$ cat src/rtl/vga_sync_monitor.sv
// Receive-side VGA sync monitor: recovers h/v position from hSync/vSync and checks timing.
// Optional violation counter enabled by defining VSM_ERR_COUNT_EN (otherwise err_count is tied to 0).
module vga_sync_monitor #(
  parameter int unsigned CLKS_PER_PIX = 4,
  parameter int unsigned H_TOTAL      = 800,
  parameter int unsigned H_SYNC       = 96,
  parameter int unsigned V_TOTAL      = 525,
  parameter int unsigned V_SYNC       = 2,
  parameter int unsigned H_TOL        = 4,
  parameter int unsigned LOCK_FRAMES  = 2
) (
  input  logic       clk,
  input  logic       rst,
  input  logic       hSync,
  input  logic       vSync,
  output logic       locked,
  output logic [9:0] h_pos,
  output logic [9:0] v_pos,
  output logic       frame_tick,
  output logic       h_err,
  output logic       v_err,
  output logic [7:0] err_count
);

  localparam int unsigned HCLK_W    = 12;
  localparam int unsigned PW        = HCLK_W + 1;
  localparam int unsigned POS_W     = 10;
  localparam int unsigned EC_W      = 8;
  localparam int unsigned PIX_SHIFT = $clog2(CLKS_PER_PIX);
  localparam int unsigned GOOD_W    = $clog2(LOCK_FRAMES + 1);

  localparam logic [PW-1:0] H_PER_LO = PW'(H_TOTAL * CLKS_PER_PIX - H_TOL);
  localparam logic [PW-1:0] H_PER_HI = PW'(H_TOTAL * CLKS_PER_PIX + H_TOL);
  localparam logic [PW-1:0] H_LOW_LO = PW'(H_SYNC * CLKS_PER_PIX - H_TOL);
  localparam logic [PW-1:0] H_LOW_HI = PW'(H_SYNC * CLKS_PER_PIX + H_TOL);

  typedef enum logic [1:0] {
    ST_SEARCH  = 2'd0,
    ST_ACQUIRE = 2'd1,
    ST_LOCKED  = 2'd2
  } state_t;

  logic              hs_meta_q, hs_sync_q, hs_hist_q;
  logic              vs_meta_q, vs_sync_q, vs_hist_q;
  logic              hs_fall, hs_rise, vs_fall, vs_rise;
  logic [HCLK_W-1:0] hclk_q, hclk_d;
  logic [PW-1:0]     hclk_p1;
  logic              to_hold_q, to_hold_d;
  logic              h_armed_q, h_armed_d, v_armed_q, v_armed_d;
  logic [POS_W-1:0]  line_cnt_q, line_cnt_d, lines_end;
  logic [POS_W-1:0]  vlow_q, vlow_d;
  logic [POS_W-1:0]  h_pos_q, h_pos_d;
  logic              h_viol, v_viol, any_viol;
  state_t            state_q, state_d;
  logic [GOOD_W-1:0] good_q, good_d;
  logic              dirty_q, dirty_d;
  logic              locked_q, locked_d;
  logic              frame_tick_q, frame_tick_d;
  logic              h_err_q, h_err_d, v_err_q, v_err_d;

  // Edge detect on the synchronized level vs. its one-cycle history
  assign hs_fall = !hs_sync_q &&  hs_hist_q;
  assign hs_rise =  hs_sync_q && !hs_hist_q;
  assign vs_fall = !vs_sync_q &&  vs_hist_q;
  assign vs_rise =  vs_sync_q && !vs_hist_q;

  // Position recovery and sync-period checks
  always_comb begin
    hclk_p1   = {1'b0, hclk_q} + PW'(1);
    lines_end = line_cnt_q + POS_W'(hs_fall);
    h_viol    = 1'b0;
    v_viol    = 1'b0;
    hclk_d    = hclk_q;
    to_hold_d = to_hold_q;
    vlow_d    = vlow_q;

    if (h_armed_q) begin
      if (hs_fall && (hclk_p1 < H_PER_LO || hclk_p1 > H_PER_HI)) h_viol = 1'b1;
      if (hs_rise && (hclk_p1 < H_LOW_LO || hclk_p1 > H_LOW_HI)) h_viol = 1'b1;
      if (hclk_q == '1 && !to_hold_q) h_viol = 1'b1;
    end
    if (v_armed_q) begin
      if (vs_fall && lines_end != POS_W'(V_TOTAL)) v_viol = 1'b1;
      if (vs_rise && vlow_q != POS_W'(V_SYNC))     v_viol = 1'b1;
    end

    if (hs_fall)             hclk_d = '0;
    else if (hclk_q != '1)   hclk_d = hclk_q + HCLK_W'(1);

    // Timeout reports once per stalled line
    if (hs_fall)                          to_hold_d = 1'b0;
    else if (h_armed_q && hclk_q == '1)   to_hold_d = 1'b1;

    if (vs_fall)                   vlow_d = POS_W'(hs_fall);
    else if (hs_fall && !vs_sync_q) vlow_d = vlow_q + POS_W'(1);

    line_cnt_d = vs_fall ? '0 : lines_end;
    h_armed_d  = h_armed_q | hs_fall;
    v_armed_d  = v_armed_q | vs_fall;
    h_pos_d    = POS_W'(hclk_d >> PIX_SHIFT);
    any_viol   = h_viol | v_viol;
  end

  always_ff @(posedge clk) begin
    if (rst) begin
      hs_meta_q  <= 1'b1;
      hs_sync_q  <= 1'b1;
      hs_hist_q  <= 1'b1;
      vs_meta_q  <= 1'b1;
      vs_sync_q  <= 1'b1;
      vs_hist_q  <= 1'b1;
      hclk_q     <= '0;
      to_hold_q  <= 1'b0;
      h_armed_q  <= 1'b0;
      v_armed_q  <= 1'b0;
      line_cnt_q <= '0;
      vlow_q     <= '0;
      h_pos_q    <= '0;
    end else begin
      hs_meta_q  <= hSync;
      hs_sync_q  <= hs_meta_q;
      hs_hist_q  <= hs_sync_q;
      vs_meta_q  <= vSync;
      vs_sync_q  <= vs_meta_q;
      vs_hist_q  <= vs_sync_q;
      hclk_q     <= hclk_d;
      to_hold_q  <= to_hold_d;
      h_armed_q  <= h_armed_d;
      v_armed_q  <= v_armed_d;
      line_cnt_q <= line_cnt_d;
      vlow_q     <= vlow_d;
      h_pos_q    <= h_pos_d;
    end
  end

  // Lock FSM: next state, good-frame tracking and event outputs
  always_comb begin
    state_d      = state_q;
    good_d       = good_q;
    dirty_d      = dirty_q;
    frame_tick_d = vs_fall;
    h_err_d      = h_viol && (state_q != ST_SEARCH);
    v_err_d      = v_viol && (state_q != ST_SEARCH);
    locked_d     = (state_q == ST_LOCKED);

    case (state_q)
      ST_SEARCH: begin
        if (vs_fall) begin
          state_d = ST_ACQUIRE;
          good_d  = '0;
          dirty_d = 1'b0;
        end
      end
      ST_ACQUIRE: begin
        if (any_viol) begin
          good_d  = '0;
          dirty_d = !vs_fall;
        end else if (vs_fall) begin
          dirty_d = 1'b0;
          if (dirty_q) begin
            good_d = '0;
          end else begin
            good_d = good_q + GOOD_W'(1);
            if (good_q + GOOD_W'(1) == GOOD_W'(LOCK_FRAMES)) state_d = ST_LOCKED;
          end
        end
      end
      ST_LOCKED: begin
        if (any_viol) state_d = ST_SEARCH;
      end
      default: state_d = ST_SEARCH;
    endcase
  end

  always_ff @(posedge clk) begin
    if (rst) begin
      state_q      <= ST_SEARCH;
      good_q       <= '0;
      dirty_q      <= 1'b0;
      locked_q     <= 1'b0;
      frame_tick_q <= 1'b0;
      h_err_q      <= 1'b0;
      v_err_q      <= 1'b0;
    end else begin
      state_q      <= state_d;
      good_q       <= good_d;
      dirty_q      <= dirty_d;
      locked_q     <= locked_d;
      frame_tick_q <= frame_tick_d;
      h_err_q      <= h_err_d;
      v_err_q      <= v_err_d;
    end
  end

`ifdef VSM_ERR_COUNT_EN
  logic [EC_W-1:0] err_cnt_q;

  // Violations that break lock, saturating; h and v in one cycle count once
  always_ff @(posedge clk) begin
    if (rst) begin
      err_cnt_q <= '0;
    end else if (state_q == ST_LOCKED && any_viol && err_cnt_q != '1) begin
      err_cnt_q <= err_cnt_q + EC_W'(1);
    end
  end

  assign err_count = err_cnt_q;
`else
  assign err_count = '0;
`endif

  assign locked     = locked_q;
  assign h_pos      = h_pos_q;
  assign v_pos      = line_cnt_q;
  assign frame_tick = frame_tick_q;
  assign h_err      = h_err_q;
  assign v_err      = v_err_q;

endmodule

$ cat config.mk
export PLATFORM = sky130hd
export DESIGN_NAME = vga_sync_monitor
export DESIGN_NICKNAME = d
export VERILOG_FILES = /design/src/rtl/vga_sync_monitor.sv
export SDC_FILE = /design/constraint.sdc
export NUM_CORES = 1
export LEC_CHECK = 0
export BUFFER_PORTS_ARGS = -buffer_cell sky130_fd_sc_hd__buf_2
export CAP_MARGIN = 10
export CORE_ASPECT_RATIO = 0.8
export CORE_MARGIN = 3
export CORE_UTILIZATION = 40
export DETAILED_ROUTE_END_ITERATION = 10
export GPL_TIMING_DRIVEN = 0
export SLEW_MARGIN = 10
export SYNTH_ARGS = -nofsm -noshare
export SYNTH_HDL_FRONTEND = slang
export SYNTH_SLANG_ARGS = --single-unit
$ cat constraint.sdc
create_clock -name clk -period 2.4 [get_ports clk]
set_input_delay 0.12 -clock clk [delete_from_list [all_inputs] [get_ports clk]]
set_output_delay 0.12 -clock clk [all_outputs]
set_load 0.01 [all_outputs]
# Word-level counts from Yosys, hierarchy flattened
# Index checks and enable logic that the tools add are counted.
# op_classes
order_cmp,4
n_addsub,5
bitwise,3
muxes,24
reduce_logical,29
eq_ne,14
# op_table
operator,n
2-bit two-way mux,10
"12-bit by 1-bit adder with 13-bit output, second input constant",1
"13-bit by 12-bit greater-than comparator with 1-bit output, second input constant",1
"13-bit by 9-bit greater-than comparator with 1-bit output, second input constant",1
1-bit logical AND,13
"13-bit by 12-bit < comparator with 1-bit output, second input constant",1
"13-bit by 9-bit < comparator with 1-bit output, second input constant",1
"12-bit by 1-bit adder with 12-bit output, second input constant",1
"12-bit == test, second input constant",1
"12-bit inequality test, second input constant",1
"2-bit inequality test, second input constant",6
1-bit two-way mux,11
10-bit by 1-bit adder with 10-bit output,1
"10-bit by 1-bit adder with 10-bit output, second input constant",1
"10-bit inequality test, second input constant",1
"10-bit by 2-bit inequality test with 1-bit output, second input constant",1
1-bit zero test,6
2-bit one-hot mux with 3 select lines,1
6-bit AND reduction,1
2-bit nonzero test,3
"2-bit == test, second input constant",2
2-bit one-hot mux with 2 select lines,1
2-bit OR reduction,2
"3-bit inequality test, second input constant",1
other kinds (7),10
# totals
word_cells,100
regBits,50
in_bits,4

# Logic depth before layout (Yosys ltp)
# depth
word_depth,11
ltp_mapped,11
depth_no_buf,11

# Worst setup path before layout
# No wires, ideal clock.
# synth_timing
path_type,flip-flop to flip-flop
start,register hclk_q[0]
end,register state_q[0]
setup_ns,0.100
path_slack_ns,-0.068
stages_incl_launch_ff,10
arrival_time_ns,2.369
required_time_ns,2.300
n_path_buf,1
path_cell_list,dfxtp_1 ha_1 nand3_2 or4_4 buf_6 o21ai_2 nand2_1 a31o_4 and4_4 a2111oi_4
# synth_between
elab_chain_len,11
word_cells_on_any_way,19
classes_between,add/sub (1); order compare (4); eq/ne (3); mux (4); bitwise (1); reduce/logical (6)
# synth_lines
element,line_no,rtl
"start, declared",46,"logic [HCLK_W-1:0] hclk_q, hclk_d;"
"start signal, assigned",126,hclk_q <= hclk_d;
12-bit by 1-bit adder with 13-bit output,69,"hclk_p1 = {1'b0, hclk_q} + PW'(1);"
13-bit by 12-bit < comparator with 1-bit output or 13-bit by 12-bit greater-than comparator with 1-bit output (tied branches),78,if (hs_fall && (hclk_p1 < H_PER_LO || hclk_p1 > H_PER_HI)) h_viol = 1'b1;
1-bit logical OR,78,
1-bit logical AND,78,
1-bit two-way mux,78,
1-bit two-way mux,79,if (hs_rise && (hclk_p1 < H_LOW_LO || hclk_p1 > H_LOW_HI)) h_viol = 1'b1;
1-bit two-way mux *,80,if (hclk_q == '1 && !to_hold_q) h_viol = 1'b1;
1-bit two-way mux *,77,if (h_armed_q) begin
1-bit bitwise OR *,101,any_viol = h_viol | v_viol;
2-bit inequality test (no line),-,
6-bit AND reduction (no line) *,-,
"end signal, assigned",185,state_q <= state_d;
"end, declared",54,"state_t state_q, state_d;"
# Every way passes the cells marked *; elsewhere a longest branch is shown, timed or not.
# A chain may end at the register's enable or synchronous reset.

# Worst setup path in the final report
# layout_timing
start,register hclk_q[1]
end,register state_q[0]
# Same word-level chain as after synthesis.

==> results.cfg <==
[critical_path]
reg2regPathDepth = 9
worstSetupEndpointType = register
rrSetupSlack_ns = 0.09
arrival_ns = 2.51
worstPathMaxFanout = 6
crit_type = register to register
critPathLaunchType = register
timing.rr.start = hclk_q[1]$_SDFFE_PP0P_
worst_r2r_endpoint = state_q[0]$_SDFFE_PP0P_
required_ns = 2.61
cp-startpoint = hclk_q[1]$_SDFFE_PP0P_

[layout]
final_nets = 354
synthToLayoutAreaGrowth_pct = 22.72
post-route-util = 0.5154
diodes = 0
layout_commonest_cell = dfxtp_1
layout-drive-gt1-share = 0.2899
post-route-cell-area_sq_um = 3095
fin_cells = 426
fill_cells = 604
layout_common_cells = dfxtp_1, nor2_1, buf_4, buf_2, nand3_1

[logic_synthesis]
ys_seq_elements = 50
synth_cell_types = 52
yosysTopAreaCell = dfxtp_1
synth_top_area_frac = 0.3968
syn_area_sq_um = 2522
async_reset_ff_frac = 0
synth_flop_cell = dfxtp_1
yosys-top-cells-area = dfxtp_1, nor2_1, buf_4
synth_edf_count = 0
yosysWarningCount = 0
postSynthCellCount = 296
yosysSeqAreaShare = 0.3968
syn_avg_cell_area_sq_um = 8.522

[power_and_ir_drop]
power.density_nw_per_um2 = 506.3
total_leakage_power_nw = 1.255
ir_drop_mv = 0.2258
power_mw = 1.567

[clocking]
worstSkewPairLatency_ns = 0.31
root_buffer = clkbuf_8
cts.clk_slew.worst_paths_ns = 0.09
cts_buffer_depth = 2
htreeDepth = 2
cts_tree = built
cts_buffers = 5
cts_sinks = 50

[run]
maxCapViolCount = 0

[sta]
skew_ns = 0.008235
relSlewSlack = 0.4474
fmax_mhz = 433.7
final.min_clock_period_ns = 2.306
fin_ws_ns = 0.09411
finalMaxSlewViolations = 0
hold_viol = 0
worst_pin_slew_ns = 0.8233
finalCritPeriodShare = 0.9608
finalSetupViolations = 0

[route]
drt_iter0_drc = 74
antenna_left = 0
drcViolationCount = 0
vias_per_cell = 5.038
wl_per_cell_um = 12.67
wl_um = 5396
routed-via-count = 2146
drtPass1Iterations = 4

[placement]
place_area_sq_um = 2799
gp_congestion = 0.8153
hpwl_um = 3678
dp_cells = 411
post-place-ws_ns = -0.2073
numPortBuffers = 27

[run_status]
status = completed

[min_path]
hold_end = state_q[0]$_SDFFE_PP0P_
min_path_cells = 2
hold_path_class = primary input to register
hp-start = rst

[global_routing]
grt-busiest-layer = met1
grt_overflow = 0
antenna_found_initial = 0
grt_util_met2 = 0.2217
globalRouteTotalUtil = 0.1567
grt_max_degree = 17
grt_pass1_vias = 1933
grt.met3_usage = 0.04804
grt_use_met1 = 0.2276
grt_pass1_wl_um = 9142

[floorplanning]
start_util = 0.4200
die-area_sq_um = 7301
io_pins = 36
rows = 25
core_sq_um = 6006
die_width_um = 94.79
die_h_um = 77.03
[metal layers]
| metal | wire [um] | vias up |
|---|---|---|
| li1 | - | 1092 |
| met4 | 47 | 0 |
| met2 | 2263 | 52 |
| met3 | 289 | 4 |
| met5 | 0 | - |
| met1 | 2795 | 998 |
[area by class of cell]
class	count	area, sq um	share of cell area
Timing Repair Buffer	37	215.2	0.06952
Inverter	13	48.80	0.01576
Multi-Input combinational cell	211	1411	0.4559
Buffer	26	191.4	0.06184
Clock inverter	3	45.04	0.01455
Tap cell	81	101.3	0.03274
Sequential cell	50	1013	0.3274
Clock buffer	5	68.82	0.02223
[how the worst max path moves through the flow]
stage / to / depth (start not counted)
2_1_floorplan: state_q[0]$_SDFFE_PP0P_ / 9
3_3_place_gp: state_q[0]$_SDFFE_PP0P_ / 10
3_5_place_dp: state_q[0]$_SDFFE_PP0P_ / 11
4_1_cts: state_q[0]$_SDFFE_PP0P_ / 9
5_1_grt: state_q[0]$_SDFFE_PP0P_ / 9
6_report: state_q[0]$_SDFFE_PP0P_ / 9
[cell usage after synthesis, types with 3 or more instances]
cell type  count
a211oi_1       3
a21oi_1       16
and3_1         7
buf_4         19
clkbuf_1       7
dfxtp_1       50
ha_1           6
inv_1         13
nand2_1       16
nand3_1       19
nand4_1        4
nor2_1        43
nor3_1         8
o21a_1         3
o21ai_0        7
or2_2          6
xnor2_1       14
xor2_1        12
[per-stage QoR]
stage	hold slack [ns]	setup TNS, ns
floorplan	0.1953	0
detailed placement	0.3155	-0.6418
global route	0.08628	-0.001872
global placement	0.3071	-0.6216
finish	0.1013	0
CTS	0.09783	0
[power breakdown]
group / leakage [nW] / total, mW / internal (mW) / switching [mW]
clock: 0.0504 / 0.602 / 0.310 / 0.292
combinational: 0.796 / 0.112 / 0.0498 / 0.0624
sequential: 0.408 / 0.853 / 0.842 / 0.0106
[cell families (layout without fill, tap and decap cells)]
group           count (synthesis)  count (layout)  synth area share
flops                          50              50            0.3968
buf+inv                        42              84           0.09475
fa+ha+maj                       6               6           0.02976
other cells                     1               8          0.001487
compound gates                 46              46            0.1314
simple gates                  123             123            0.2475
mux                             2               2          0.007937
xor+xnor                       26              26           0.09028
[repair_timing]
action | CTS | global route
hold endpoints to repair | 2 | 0
setup buffers | 2 | 6
setup endpoints to repair | 5 | 5
gates resized for setup | 14 | 16
pin swaps | 1 | 5
hold buffers | 2 | 0
cloned | 0 | 0
[flip-flops by register name, indices dropped and copies added, names as in the netlist]
signal	count
dirty_q	1
frame_tick	1
good_q	2
h_armed_q	1
h_err	1
hclk_q	12
hs_hist_q	1
hs_meta_q	1
hs_sync_q	1
locked	1
state_q	2
to_hold_q	1
v_armed_q	1
v_err	1
v_pos	10
vlow_q	10
vs_hist_q	1
vs_meta_q	1
vs_sync_q	1
[worst max-delay path: stages, from the launching register on]
cell       delay [ns]
dfxtp_4          0.37
ha_4             0.16
nand3_4          0.10
or4_4            0.50
buf_8            0.14
o21ai_2          0.09
nand2_1          0.08
a31o_4           0.25
and4_4           0.19
a2111oi_4        0.33
(Power assumes the default switching activity.)
